`src/rtl/paint_pkg.sv`:
```
`default_nettype none
// ============================================================================
// Module      : paint_pkg
// Description : Constants and types shared by the paint / camera frame-buffer
//               datapath. The frame buffer is 640x480 words. Each word is
//               9 bits: RGB 3:3:3, or a zero-extended grayscale byte.
// Revision    : 1.0 - initial release
// ============================================================================
package paint_pkg;

  localparam int H_RES      = 640;
  localparam int V_RES      = 480;
  localparam int NUM_PIXELS = H_RES * V_RES;

  typedef logic [8:0] pixel_word_t;

  // Write-port owner: CLEAR while the sweep runs, RUN while writers are arbitrated
  typedef enum logic [0:0] {
    CLEAR = 1'b0,
    RUN   = 1'b1
  } arb_state_t;

endpackage
`default_nettype wire

```
`src/rtl/frame_write_arbiter_if.sv`:
```
`default_nettype none
// ============================================================================
// Module      : frame_write_arbiter_if
// Description : Writer-side and memory-side bus of the frame write arbiter.
//   cam_we/cam_addr/cam_pixel        : camera pixel strobe, no backpressure
//   cur_valid/cur_ready/cur_addr/rgb : cursor brush write handshake
//   mem_we/mem_addr/mem_data         : registered write port to ram_2port
//   modport master : writers and memory (source of requests)
//   modport slave  : the arbiter
// Revision    : 1.0 - initial release
// ============================================================================
interface frame_write_arbiter_if
  import paint_pkg::*;
#(
  parameter int ADDR_W = 20,
  parameter int DATA_W = 9
);

  logic              cam_we;
  logic [ADDR_W-1:0] cam_addr;
  logic [7:0]        cam_pixel;
  logic              cur_valid;
  logic              cur_ready;
  logic [ADDR_W-1:0] cur_addr;
  pixel_word_t       cur_rgb;
  logic              mem_we;
  logic [ADDR_W-1:0] mem_addr;
  logic [DATA_W-1:0] mem_data;

  modport master (
    output cam_we, cam_addr, cam_pixel, cur_valid, cur_addr, cur_rgb,
    input  cur_ready, mem_we, mem_addr, mem_data
  );

  modport slave (
    input  cam_we, cam_addr, cam_pixel, cur_valid, cur_addr, cur_rgb,
    output cur_ready, mem_we, mem_addr, mem_data
  );

endinterface
`default_nettype wire

```
`src/rtl/frame_write_arbiter_clear_sweeper.sv`:
```
`default_nettype none
// ============================================================================
// Module      : clear_sweeper
// Description : Owns the CLEAR/RUN state of the frame write port. While in
//               CLEAR it walks sweep_addr through 0..NUM_PIXELS-1, one
//               address per cycle. After the last address it enters RUN.
//               A start pulse re-enters CLEAR at address 0 from any state.
//   clk, reset_n : clock, asynchronous active-low reset
//   start        : single-cycle sweep request
//   state        : CLEAR while sweeping, RUN otherwise
//   sweep_addr   : address to clear this cycle (valid in CLEAR)
//   done         : high once a sweep has completed and none is running
// Revision    : 1.0 - initial release
// ============================================================================
module clear_sweeper #(
  parameter int ADDR_W     = 20,
  parameter int NUM_PIXELS = paint_pkg::NUM_PIXELS
) (
  input  wire logic             clk,
  input  wire logic             reset_n,
  input  wire logic             start,
  output paint_pkg::arb_state_t state,
  output logic [ADDR_W-1:0]     sweep_addr,
  output logic                  done
);

  localparam logic [ADDR_W-1:0] C_LAST_ADDR = ADDR_W'(NUM_PIXELS - 1);

  paint_pkg::arb_state_t r_state, w_state_nxt;
  logic [ADDR_W-1:0]     r_count, w_count_nxt;
  logic                  r_done;

  always_ff @(posedge clk or negedge reset_n) begin
    if (!reset_n) begin
      r_state <= paint_pkg::CLEAR;
      r_count <= '0;
      r_done  <= 1'b0;
    end else begin
      r_state <= w_state_nxt;
      r_count <= w_count_nxt;
      // done lags the state by one cycle. It rises in the cycle after the
      // last sweep write appears on the memory port.
      r_done  <= !start && (r_state == paint_pkg::RUN);
    end
  end

  always_comb begin
    w_state_nxt = r_state;
    w_count_nxt = r_count;
    if (start) begin
      w_state_nxt = paint_pkg::CLEAR;
      w_count_nxt = '0;
    end else if (r_state == paint_pkg::CLEAR) begin
      if (r_count == C_LAST_ADDR) begin
        w_state_nxt = paint_pkg::RUN;
        w_count_nxt = '0;
      end else begin
        w_count_nxt = r_count + ADDR_W'(1);
      end
    end
  end

  assign state      = r_state;
  assign sweep_addr = r_count;
  assign done       = r_done;

endmodule
`default_nettype wire

```
`src/rtl/frame_write_arbiter.sv`:
```
`default_nettype none
// ============================================================================
// Module      : frame_write_arbiter
// Description : Single registered write port of the frame buffer. It is shared
//               by the clear sweep, the camera stream (which has a one-entry
//               skid) and the cursor brush (which has starvation protection).
//   clk, reset_n : CLOCK_50, asynchronous active-low reset
//   clear_req    : pulse, restarts the clear sweep from address 0
//   mode         : 0 = paint (camera ignored), 1 = camera view
//   bus          : camera / cursor / memory signals (slave modport)
//   init_done    : a sweep has completed and none is running
//   drop_count   : saturating count of camera pixels lost to overflow
// Revision    : 1.0 - initial release
// ============================================================================
module frame_write_arbiter #(
  parameter int ADDR_W       = 20,
  parameter int DATA_W       = 9,
  parameter int NUM_PIXELS   = paint_pkg::NUM_PIXELS,
  parameter int STARVE_LIMIT = 8,
  parameter int CLEAR_VALUE  = 0
) (
  input  wire logic                  clk,
  input  wire logic                  reset_n,
  input  wire logic                  clear_req,
  input  wire logic                  mode,
  frame_write_arbiter_if.slave       bus,
  output logic                       init_done,
  output logic [7:0]                 drop_count
);

  localparam int              WAIT_W     = $clog2(STARVE_LIMIT + 1);
  localparam logic [WAIT_W-1:0] C_WAIT_MAX = WAIT_W'(STARVE_LIMIT);

  paint_pkg::arb_state_t w_state;
  logic [ADDR_W-1:0]     w_sweep_addr;
  logic                  w_sweep_done;

  logic                  r_skid_full;
  logic [ADDR_W-1:0]     r_skid_addr;
  logic [DATA_W-1:0]     r_skid_data;
  logic [WAIT_W-1:0]     r_wait;
  logic [7:0]            r_drop;
  logic                  r_mem_we;
  logic [ADDR_W-1:0]     r_mem_addr;
  logic [DATA_W-1:0]     r_mem_data;

  logic                  w_cam_live;
  logic                  w_starved;
  logic                  w_grant_we;
  logic [ADDR_W-1:0]     w_grant_addr;
  logic [DATA_W-1:0]     w_grant_data;
  logic                  w_cur_grant;
  logic                  w_skid_load;
  logic                  w_skid_pop;
  logic                  w_drop;

  clear_sweeper #(
    .ADDR_W     (ADDR_W),
    .NUM_PIXELS (NUM_PIXELS)
  ) u_sweeper (
    .clk        (clk),
    .reset_n    (reset_n),
    .start      (clear_req),
    .state      (w_state),
    .sweep_addr (w_sweep_addr),
    .done       (w_sweep_done)
  );

  assign w_cam_live = mode && bus.cam_we;
  // The wait counter saturates at the limit, so equality means "starved".
  assign w_starved  = (r_wait == C_WAIT_MAX) && bus.cur_valid;

  // A forced cursor write wins even over a full skid. Otherwise a camera
  // stream at full clock rate would refill the skid every cycle and lock the
  // cursor out indefinitely. The price is the strobe that arrives during the
  // forced grant: it is dropped if the skid is still occupied. When the skid
  // drains, it takes the same-cycle camera strobe, so continuous streaming
  // does not lose pixels.
  always_comb begin
    w_grant_we   = 1'b0;
    w_grant_addr = '0;
    w_grant_data = '0;
    w_cur_grant  = 1'b0;
    w_skid_load  = 1'b0;
    w_skid_pop   = 1'b0;
    w_drop       = 1'b0;
    if (w_state != paint_pkg::RUN) begin
      w_grant_we   = 1'b1;
      w_grant_addr = w_sweep_addr;
      w_grant_data = DATA_W'(CLEAR_VALUE);
    end else if (w_starved) begin
      w_cur_grant = 1'b1;
      if (w_cam_live) begin
        if (r_skid_full) w_drop = 1'b1;
        else             w_skid_load = 1'b1;
      end
    end else if (r_skid_full) begin
      w_grant_we   = 1'b1;
      w_grant_addr = r_skid_addr;
      w_grant_data = r_skid_data;
      w_skid_pop   = 1'b1;
      w_skid_load  = w_cam_live;
    end else if (w_cam_live) begin
      w_grant_we   = 1'b1;
      w_grant_addr = bus.cam_addr;
      w_grant_data = DATA_W'(bus.cam_pixel);
    end else if (bus.cur_valid) begin
      w_cur_grant = 1'b1;
    end
    if (w_cur_grant) begin
      w_grant_we   = 1'b1;
      w_grant_addr = bus.cur_addr;
      w_grant_data = DATA_W'(bus.cur_rgb);
    end
  end

  always_ff @(posedge clk or negedge reset_n) begin
    if (!reset_n) begin
      r_skid_full <= 1'b0;
      r_skid_addr <= '0;
      r_skid_data <= '0;
      r_wait      <= '0;
      r_drop      <= '0;
      r_mem_we    <= 1'b0;
      r_mem_addr  <= '0;
      r_mem_data  <= '0;
    end else begin
      if (clear_req) begin
        r_skid_full <= 1'b0;
      end else if (w_skid_load) begin
        r_skid_full <= 1'b1;
        r_skid_addr <= bus.cam_addr;
        r_skid_data <= DATA_W'(bus.cam_pixel);
      end else if (w_skid_pop) begin
        r_skid_full <= 1'b0;
      end

      if (w_cur_grant)
        r_wait <= '0;
      else if (bus.cur_valid && (r_wait != C_WAIT_MAX))
        r_wait <= r_wait + WAIT_W'(1);

      if (w_drop && (r_drop != 8'hFF))
        r_drop <= r_drop + 8'd1;

      r_mem_we <= w_grant_we;
      if (w_grant_we) begin
        r_mem_addr <= w_grant_addr;
        r_mem_data <= w_grant_data;
      end
    end
  end

  assign bus.cur_ready = w_cur_grant;
  assign bus.mem_we    = r_mem_we;
  assign bus.mem_addr  = r_mem_addr;
  assign bus.mem_data  = r_mem_data;
  assign init_done     = w_sweep_done;
  assign drop_count    = r_drop;

endmodule
`default_nettype wire
```
`src/flat_wrapper.sv`:
```
// flat-port wrapper written by rule: the top's interface ports become plain ports
module frame_write_arbiter_flat 
#(
  parameter int ADDR_W       = 20,
  parameter int DATA_W       = 9,
  parameter int NUM_PIXELS   = paint_pkg::NUM_PIXELS,
  parameter int STARVE_LIMIT = 8,
  parameter int CLEAR_VALUE  = 0
)
  (clk, reset_n, clear_req, mode, init_done, drop_count, bus_cam_we, bus_cam_addr, bus_cam_pixel, bus_cur_valid, bus_cur_addr, bus_cur_rgb, bus_cur_ready, bus_mem_we, bus_mem_addr, bus_mem_data);
  frame_write_arbiter_if #(.ADDR_W(ADDR_W), .DATA_W(DATA_W)) bus_i ();
  input  wire logic clk;
  input  wire logic reset_n;
  input  wire logic clear_req;
  input  wire logic mode;
  output logic init_done;
  output logic [7:0] drop_count;
  input wire logic [$bits(bus_i.cam_we)-1:0] bus_cam_we;
  input wire logic [$bits(bus_i.cam_addr)-1:0] bus_cam_addr;
  input wire logic [$bits(bus_i.cam_pixel)-1:0] bus_cam_pixel;
  input wire logic [$bits(bus_i.cur_valid)-1:0] bus_cur_valid;
  input wire logic [$bits(bus_i.cur_addr)-1:0] bus_cur_addr;
  input wire logic [$bits(bus_i.cur_rgb)-1:0] bus_cur_rgb;
  output wire logic [$bits(bus_i.cur_ready)-1:0] bus_cur_ready;
  output wire logic [$bits(bus_i.mem_we)-1:0] bus_mem_we;
  output wire logic [$bits(bus_i.mem_addr)-1:0] bus_mem_addr;
  output wire logic [$bits(bus_i.mem_data)-1:0] bus_mem_data;
  assign bus_i.cam_we = bus_cam_we;
  assign bus_i.cam_addr = bus_cam_addr;
  assign bus_i.cam_pixel = bus_cam_pixel;
  assign bus_i.cur_valid = bus_cur_valid;
  assign bus_i.cur_addr = bus_cur_addr;
  assign bus_i.cur_rgb = bus_cur_rgb;
  assign bus_cur_ready = bus_i.cur_ready;
  assign bus_mem_we = bus_i.mem_we;
  assign bus_mem_addr = bus_i.mem_addr;
  assign bus_mem_data = bus_i.mem_data;
  frame_write_arbiter #(.ADDR_W(ADDR_W), .DATA_W(DATA_W), .NUM_PIXELS(NUM_PIXELS), .STARVE_LIMIT(STARVE_LIMIT), .CLEAR_VALUE(CLEAR_VALUE)) u_core (.clk(clk), .reset_n(reset_n), .clear_req(clear_req), .mode(mode), .bus(bus_i), .init_done(init_done), .drop_count(drop_count));
endmodule
```
`config.mk`:
```
export PLATFORM = sky130hd
export DESIGN_NAME = frame_write_arbiter_flat
export DESIGN_NICKNAME = d
export VERILOG_FILES = /design/src/rtl/paint_pkg.sv /design/src/rtl/frame_write_arbiter_if.sv /design/src/rtl/frame_write_arbiter_clear_sweeper.sv /design/src/rtl/frame_write_arbiter.sv /design/src/flat_wrapper.sv
export SDC_FILE = /design/constraint.sdc
export NUM_CORES = 1
export LEC_CHECK = 0
export ABC_AREA = 1
export CORE_ASPECT_RATIO = 2
export CORE_MARGIN = 3
export CORE_UTILIZATION = 52
export CTS_CLUSTER_DIAMETER = 30
export CTS_CLUSTER_SIZE = 20
export DETAILED_ROUTE_END_ITERATION = 8
export PLACE_DENSITY = 0.91
export SLEW_MARGIN = 20
export SYNTH_ARGS = -nofsm -noshare
export SYNTH_HDL_FRONTEND = slang
export SYNTH_HIERARCHICAL = 1
export SYNTH_SLANG_ARGS = --single-unit
export TNS_END_PERCENT = 100
```
`constraint.sdc`:
```
create_clock -name clk -period 2.13 [get_ports clk]
set_input_delay 0.426 -clock clk [delete_from_list [all_inputs] [get_ports clk]]
set_output_delay 0.426 -clock clk [all_outputs]
set_load 0.02 [all_outputs]
```
==> impl_results.md, run 1 <==
- Max Fanout on Critical Path: 28
- Post-synth EDFFs: 0
- Fmax achieved: 0.4914 GHz
- Die Wd: between 70 and 80 um
- DR top layer: met4
- Synth Net Count: between 700 and 800
- Rel. slew slack: 0.6467
- CTS max path bufs: 2
- Slew Limit Fails: 0
- Hold Fails Final Rpt: 0
- Global placer's final weighted congestion: ~0.9
- Setup_tns: 0 ps
- Dominant cell type by area after synthesis: dfrtp_1
- Hold Crit Class: in2async
- Ys async rst share: 1.000
- Fraction of layout cells with a size suffix above 1: 0.09125
- Final net count: roughly 860
- Clock buffer count from CTS: 9
- Clk_lat worst skew: roughly 340 ps
- Initial antenna violation count: 0
- Total length of routed wires: 15280 um
- Final std cells w/o fill: 930
- ANT nets after route: 0
- Post-route design area: 0.006690 sq mm
- Crit. End Element: flop
- Met1 wire length: around 5400 um
- DRT Pass-1 Iters: 5
- RSZ-0062 raised after global routing: no
- DR iter-0 viols: 610
- Synth Cell Area: 0.005170 sq mm
- Mapped Cells: roughly 690
- Fin crit share: 0.9553
- Placed cells: around 910
- Worst slew pin tran: roughly 530 ps
- Syn. warnings: 6
- R2R Path Start: u_core/u_sweeper/sweep_addr[0]
- Crit path from: bus_cur_valid
- Num rows: 50
- DP Area: 0.006336 sq mm
- CTS tree: done
- I/O pins: between 100 and 150
- Detailed placement HPWL: between 10000 and 15000 um
- Peak VDD IR: between 0.5 and 0.6 mV
- Final Power: roughly 4.2 mW
- Core region area: between 0.009 and 0.01 sq mm
- Synth top area share: 0.4501
- Clock sink count: 93
- CTS clock-pin slew for the worst setup and hold paths: around 70 ps
- Worst endpoint required time: approximately 2400 ps
- Largest cells by area after synthesis: dfrtp_1 45%, nand2_1 24%, nand4_1 9.0%
- FF+latch count, synth: 93
- Top cells by count, synth: 337 x nand2_1, 93 x dfrtp_1, 74 x nand4_1, 33 x inv_1
- Most common cell in the synthesized netlist: nand2_1
- Final min period: a little over 2000 ps
- Vias in the first global route: about 5400
- Final Skew: 6.929 ps
- Sequential element share of the synthesized area: 0.4501
- DR WL/cell: 16.43 um
- Clk root buf: clkbuf_16
- Remaining Overflow, GRT: 0
- Drt drc: 0
- Place WS: -211.9 ps
- Die H: between 100 and 150 um
- Setup WS post-layout: ~95 ps
- H-tree Lvls: 3
- Pwr/cell area: about 630 mW/mm^2
- CP Class: in2reg
- Met2 wire length: between 8000 and 9000 um
- Main synth FF type: dfrtp_1
- Status: complete, no violations
- Global-route wire length before repair: roughly 25000 um
- Total global-route track usage: 0.2798
- Diode count: 0
- Hold buffers post-CTS: 0
- CP arrival: between 2000 and 2500 ps
- Leakage power: roughly 3.2 nW
- Final setup fails: 0
- Wire length on met3: slightly above 900 um
- Max-cap violations: 0
- Synth cell types: 31
- Area Growth Syn to Fin: 29.40%
- Vias after detailed routing: between 5000 and 6000
- Initial Util: 0.5437
- Filler Cell Count: roughly 800
- Avg Inst Size Synth: roughly 7.5 sq um
- Port bufs: slightly above 100
- Via density: ~5.6
- Die ar.: about 0.011 sq mm
- Worst setup SP type: input pin
- Largest net degree at the start of global routing: 41
logic make-up after synthesis:
| kind of cell | after synthesis | synth area share |
|---|---|---|
| and+or+nand+nor | 481 | 0.4071 |
| AOI/OAI and AO/OA | 26 | 0.03558 |
| xor gates and xnor gates | 15 | 0.02541 |
| adders and majority gates | 4 | 0.009681 |
| DFF | 93 | 0.4501 |
| buffers and inverters | 72 | 0.07212 |
stage by stage:
stage / utilization / hold slack [ps]
2_1_floorplan: - / 130.4
3_3_place_gp: 0.6663 / 440.1
6_report: 0.7036 / 66.30
4_1_cts: 0.7030 / 80.06
5_1_grt: 0.7036 / 89.32
3_5_place_dp: 0.6663 / 442.5
critical path, cell delays in order:
cell and delay (ps):
clkdlybuf4s50_1 550, buf_6 280, nand4_1 250, inv_1 170, nand2_1 140, nand3_2 120
buf_4 220, nand2_1 80, nand2_1 80
registers in the layout (all words and copies together), names as in the netlist:
| signal | flops |
|---|---|
| u_core/r_wait | 4 |
| u_core/u_sweeper/state | 1 |
| u_core/r_skid_addr | 20 |
| u_core/bus.mem_addr | 20 |
| u_core/bus.mem_data | 9 |
| u_core/u_sweeper/sweep_addr | 20 |
| u_core/drop_count | 8 |
| u_core/u_sweeper/done | 1 |
| u_core/r_skid_full | 1 |
| u_core/r_skid_data | 8 |
| u_core/bus.mem_we | 1 |
power by group:
| group | switching [mW] | total, mW | internal (mW) |
|---|---|---|---|
| registers | 0.0443 | 1.86 | 1.81 |
| logic | 0.280 | 0.516 | 0.236 |
| clock network | 0.679 | 1.86 | 1.18 |
placed cells by master, fill, tap and decap left out, types with 2 or more instances in the layout:
master             n
inv_1             33
inv_2              3
a21oi_1            2
o21ai_0           12
nand2_1          337
ha_1               4
nand3b_1           2
nand2_2            3
xnor2_1            7
buf_12             2
o21ai_2            9
clkbuf_16          9
dfrtp_1           93
xor2_1             8
bufinv_16          3
clkinv_2           2
nand3_2            4
nor2_1            25
nand3_1           26
clkdlybuf4s50_1  100
nand4_1           74
buf_4             25
nor2_2             4
and2_1             2
per-layer routing:
layer	vias to the layer above	global-route usage
met3	63	0.04294
met2	263	0.5062
met5	-	0
met4	0	0.1534
met1	2465	0.3097
li1	2445	-
area by class of cell:
type                    instances  area [sq um]  area share
clock buffers                  10         239.0     0.03572
clock inverters                 6         108.9     0.01627
inverters                      36         135.1     0.02020
multi-input cells             526          2472      0.3696
flip-flops and latches         93          2327      0.3479
well taps                     130         162.7     0.02431
repair buffers                129          1245      0.1861
repair_timing:
action                                 in CTS  in global routing
setup endpoints to repair                   1                 27
setup buffers                               0                  1
pin swaps                                   0                  1
endpoints found under the hold margin       0                  0
resized for setup                           3                  2
path summary, 6_finish.rpt:
| kind | to | slack (ps) | cells after the start |
|---|---|---|---|
| max in group asynchronous | u_core/u_sweeper/sweep_addr[10] | 1430 | 2 |
| min in group clk | u_core/r_skid_data[1] | 470 | 2 |
| setup / recovery | u_core/r_skid_addr[13] | 100 | 9 |
| hold reg to reg | u_core/r_skid_data[1] | 470 | 2 |
| setup reg to reg | u_core/u_sweeper/sweep_addr[18] | 210 | 10 |
| hold / removal | u_core/drop_count[2] | 70 | 1 |
(Power assumes the default switching activity.)
==> run 2: changes to the inputs <==
--- a/config.mk
+++ b/config.mk
@@ -13,6 +13,7 @@
 export CTS_CLUSTER_SIZE = 20
 export DETAILED_ROUTE_END_ITERATION = 8
 export PLACE_DENSITY = 0.91
+export SETUP_SLACK_MARGIN = 0.5
 export SLEW_MARGIN = 20
 export SYNTH_ARGS = -nofsm -noshare
 export SYNTH_HDL_FRONTEND = slang
==> impl_results.md, run 2 (synthesis gave the netlist of run 1 again) <==
- CP Class: reg2out
- Largest delay share family, worst path: flip-flops
- CP arrival: 1490 ps
- Via density: roughly 6.0
- Diode count: 0
- I/O pins: a little over 100
- Die H: ~150 um
- DR WL/cell: 19.23 um
- Total length of routed wires: about 18000 um
- Vias in the first global route: approximately 5300
- Hold buffers post-CTS: 0
- CTS max path bufs: 2
- Worst setup SP type: flop
- Clock buffer count from CTS: 9
- DRT Pass-1 Iters: 6
- Worst endpoint required time: 1700 ps
- Rel. slew slack: 0.6762
- Port bufs: ~100
- Initial antenna violation count: 0
- Max-cap violations: 0
- Final Power: 4.307 mW
- Pwr/cell area: between 600 and 700 mW/mm^2
- Clk_lat worst skew: about 350 ps
- RSZ-0062 raised after global routing: yes
- Worst path bufs/invs: 3
- Critical-path top delay cell: dfrtp_1
- Placed cells: between 900 and 1000
- Leakage power: 3.560 nW
- Crit-path max cell delay: 420 ps
- Global-route wire length before repair: approximately 26000 um
- Num rows: 50
- Setup_tns: 0 ps
- Crit-path cells: inv_2 -> ha_4 -> nand3_4 -> nand2_4 -> nand3_4 -> inv_2 -> buf_6
- Final setup fails: 0
- Final std cells w/o fill: about 950
- ANT nets after route: 0
- CTS clock-pin slew for the worst setup and hold paths: roughly 70 ps
- Largest net degree at the start of global routing: 44
- Clock sink count: 93
- Peak VDD IR: roughly 0.53 mV
- Global placer's final weighted congestion: 0.9141
- Slew Limit Fails: 0
- H-tree Lvls: 3
- Worst slew pin tran: approximately 490 ps
- Detailed placement HPWL: about 11000 um
- Fmax achieved: approximately 0.52 GHz
- Drt drc: 0
- CTS tree: done
- Max Fanout on Critical Path: 3
- Most common cell after layout, fill and taps aside: nand2_1
- Crit. End Element: output pin
- Final Skew: 11.63 ps
- Status: complete, no violations
- Initial Util: 0.5437
- Core region area: between 0.009 and 0.01 sq mm
- Die ar.: around 0.011 sq mm
- Most frequent cells in the layout: 328 x nand2_1, 90 x dfrtp_1, 74 x nand4_1
- Total global-route track usage: 0.2899
- Fraction of layout cells with a size suffix above 1: 0.1397
- Fin crit share: 0.9006
- DR iter-0 viols: 771
- Final min period: between 1500 and 2000 ps
- Final net count: a little under 900
- Share of the core filled with cells: 0.7411
- Area Growth Syn to Fin: 36.30%
- Worst hold slack: about 32 ps
- Vias after detailed routing: about 5600
- Remaining Overflow, GRT: 0
- Clk root buf: clkbuf_16
- Hold Crit Class: in2async
- Die Wd: around 77 um
- Hold Fails Final Rpt: 0
[run 2: area by class of cell]
cell class	instances	area (sq um)
Timing Repair Buffer	145	1491
Tap cell	130	162.7
Inverter	36	142.6
Clock buffer	13	270.3
Clock inverter	3	42.54
Multi-Input combinational cell	526	2606
Sequential cell	93	2331
Fill cell	647	2462
[run 2: worst paths after layout]
path,from,endpoint,slack [ps],cells past startpoint
worst min-delay path,reset_n,u_core/r_skid_addr[4],30,1
min in group clk,u_core/r_skid_data[7],u_core/r_skid_data[7],480,2
worst min register to register,u_core/r_skid_data[7],u_core/r_skid_data[7],480,2
worst max register to register,u_core/r_wait[0],u_core/r_wait[0],350,8
max in group asynchronous,reset_n,u_core/r_skid_addr[17],1460,2
worst max-delay path,u_core/r_wait[0],bus_cur_ready,210,7
[run 2: power by group]
group	internal, mW	total, mW	switching [mW]
logic	0.329	0.736	0.407
clock network	1.01	1.70	0.694
registers	1.82	1.87	0.0570
total	3.15	4.31	1.16
[run 2: worst reg2reg max path, stage by stage (launching register included)]
cell,delay (ps)
dfrtp_1,420
inv_2,90
ha_4,160
nand3_4,100
buf_4,160
buf_4,120
nand2_1,150
xor2_1,320
nor2_1,120
[run 2: metrics by stage]
stage | setup WS [ps] | instance area, sq um
finish | 211.8 | 7047
global route | 174.8 | 7047
detailed placement | -226.6 | 6321
CTS | 246.5 | 6719
floorplan | 507.8 | 5174
global placement | -211.1 | 6321
[run 2: per-layer routing]
layer | wire length, um | vias to the layer above | GRT usage
met5 | 0 | - | 0
met4 | 1362 | 0 | 0.1851
met3 | 1337 | 118 | 0.05031
met2 | 9592 | 430 | 0.5181
met1 | 5902 | 2611 | 0.3109
li1 | - | 2471 | -
[run 2: what timing repair did]
| item | in CTS | in global routing |
|---|---|---|
| resized for setup | 66 | 46 |
| setup endpoints to repair | 125 | 83 |
| cloned | 0 | 4 |
| pin swaps | 1 | 8 |
| setup buffers | 6 | 9 |
==> run 3: changes to the inputs <==
--- a/config.mk
+++ b/config.mk
@@ -8,11 +8,11 @@
 export ABC_AREA = 1
 export CORE_ASPECT_RATIO = 2
 export CORE_MARGIN = 3
-export CORE_UTILIZATION = 52
+export CORE_UTILIZATION = 55
 export CTS_CLUSTER_DIAMETER = 30
 export CTS_CLUSTER_SIZE = 20
 export DETAILED_ROUTE_END_ITERATION = 8
-export PLACE_DENSITY = 0.91
+export PLACE_DENSITY = 0.95
 export SETUP_SLACK_MARGIN = 0.5
 export SLEW_MARGIN = 20
 export SYNTH_ARGS = -nofsm -noshare
==> constraint.sdc (replaced) <==
create_clock -name clk -period 2.4 [get_ports clk]
set_input_delay 0.48 -clock clk [delete_from_list [all_inputs] [get_ports clk]]
set_output_delay 0.48 -clock clk [all_outputs]
set_load 0.02 [all_outputs]
==> impl_results.md, run 3 (synthesis gave the netlist of run 1 again) <==
- Hold Fails Final Rpt: 0
- Met3 Track Usage GR: 0.07188
- CP Class: reg2out
- H-tree Lvls: 3
- Port bufs: approximately 100
- Worst endpoint required time: between 1500 and 2000 ps
- RSZ-0062 raised after global routing: yes
- CTS clock-pin slew for the worst setup and hold paths: 60 ps
- ANT nets after route: 0
- Register area: 0.002327 sq mm
- Worst setup SP type: flop
- Slew Limit Fails: 0
- Initial antenna violation count: 0
- Clk_lat worst skew: around 350 ps
- Via density: roughly 6.3
- Final Power: 3.623 mW
- Critical-path top delay cell: dfrtp_1
- DR iter-0 viols: roughly 1000
- Vias after detailed routing: between 5000 and 6000
- Crit. End Element: output pin
- Vias in the first global route: around 5700
- Crit-path cells: inv_1 -> ha_2 -> nand3_2 -> nand2_2 -> nand3_4 -> inv_2 -> buf_6
- Worst slew pin tran: about 550 ps
- Rel. slew slack: 0.6340
- Clk root buf: clkbuf_16
- GR peak layer: met2
- Area Growth Syn to Fin: 29.09%
- Filler Cell Count: roughly 600
- Global-route wire length before repair: between 20000 and 30000 um
- CP arrival: between 1500 and 2000 ps
- Crit-path max cell delay: about 400 ps
- Peak VDD IR: between 0.3 and 0.4 mV
- Initial Util: 0.5698
- Total length of routed wires: around 17000 um
- Largest net degree at the start of global routing: 54
- Fraction of layout cells with a size suffix above 1: 0.09762
- Most common cell after layout, fill and taps aside: nand2_1
- Share of the core filled with cells: 0.7355
- Die Wd: between 70 and 80 um
- CTS max path bufs: 2
- Global placer's final weighted congestion: 0.8928
- DRT Pass-1 Iters: 6
- Worst hold slack: roughly 120 ps
- Leakage power: roughly 3.3 nW
- Global Route met1 Usage: 0.3503
- Final Skew: approximately 8.4 ps
- Clock buffer count from CTS: 9
- Final net count: between 800 and 900
- DP Area: roughly 0.0062 sq mm
- Detailed placement HPWL: around 11000 um
- Diode count: 0
- Status: complete, no violations
- Fin crit share: 0.8348
- Num rows: between 40 and 50
- Clock sink count: just over 90
- CTS tree: done
- Fmax achieved: 0.4991 GHz
- DR WL/cell: around 19 um
- Die H: about 140 um
- Met2 Use GR: 0.5508
- Max Fanout on Critical Path: 2
- Area of the multi-input gates: 0.002510 sq mm
- Core region area: approximately 0.009 sq mm
- Die ar.: approximately 0.011 sq mm
- Final setup fails: 0
- Hold Crit Class: in2async
- Max-cap violations: 0
- Final min period: around 2000 ps
- Total global-route track usage: 0.3236
- I/O pins: 103
- Remaining Overflow, GRT: 0
- Most frequent cells in the layout: 335 x nand2_1, 93 x dfrtp_1, 91 x clkdlybuf4s50_1
- Post-route design area: 0.006674 sq mm
- Pwr/cell area: around 540 mW/mm^2
- Drt drc: 0
-- run 3: cell types whose count changed in the layout (fill, tap and decap cells not counted), sizes merged --
cell / previous run / this run
buf: 41 / 31
clkinvlp: 1 / 0
clkdlybuf4s50: 58 / 91
dlygate4sd2: 38 / 3
clkbuf: 18 / 11
dlymetal6s2s: 2 / 5
-- run 3: cell type report --
| cell class | count | area share |
|---|---|---|
| clock inverter | 2 | 0.005249 |
| tap | 102 | 0.01912 |
| multi-input combinational | 526 | 0.3761 |
| clock buffer | 11 | 0.03787 |
| sequential | 93 | 0.3487 |
| inverter | 36 | 0.02062 |
| timing repair buffer | 131 | 0.1924 |
-- run 3: per-stage QoR --
stage,setup WS [ps],std cells,TNS [ps]
after floorplan,707.7,691,0
after global placement,-52.54,876,-52.54
after detailed placement,-99.74,876,-99.74
after CTS,410.2,899,0
after global routing,334.1,901,0
final,396.4,901,0
-- run 3: report_power, final --
group          switching, mW  leakage, nW  internal [mW]
logic                  0.300         1.87          0.228
registers             0.0473         1.28           1.61
clock network          0.591        0.143          0.845
total                  0.938         3.30           2.68
-- run 3: routing by layer --
layer / vias up / part of all wire
met5: - / 0
met4: 0 / 0.061
met3: 129 / 0.10
met2: 495 / 0.52
met1: 2627 / 0.32
li1: 2440 / -
-- run 3: repair_timing --
action / CTS / global route
hold buffers: 0 / 0
setup endpoints to repair: 63 / 57
setup buffers: 10 / 2
pin swaps: 1 / 2
gates resized for setup: 13 / 17
-- run 3: worst paths after layout --
kind / start / end / slack [ps] / depth (start not counted)
max: u_core/r_wait[1] / bus_cur_ready / 400 / 7
min: reset_n / u_core/bus.mem_data[7] / 120 / 1
max in group asynchronous: reset_n / u_core/bus.mem_addr[11] / 1580 / 2
min in group clk: u_core/r_skid_data[0] / u_core/r_skid_data[0] / 470 / 2
min reg2reg: u_core/r_skid_data[0] / u_core/r_skid_data[0] / 470 / 2
max reg2reg: u_core/u_sweeper/state / u_core/r_skid_data[6] / 530 / 7
-- run 3: critical path: cells and delay by family (launching register included) --
family        cells  cell delay, ps
flops             1             400
fa+ha+maj         1             200
buf+inv           3             280
simple gates      3             300
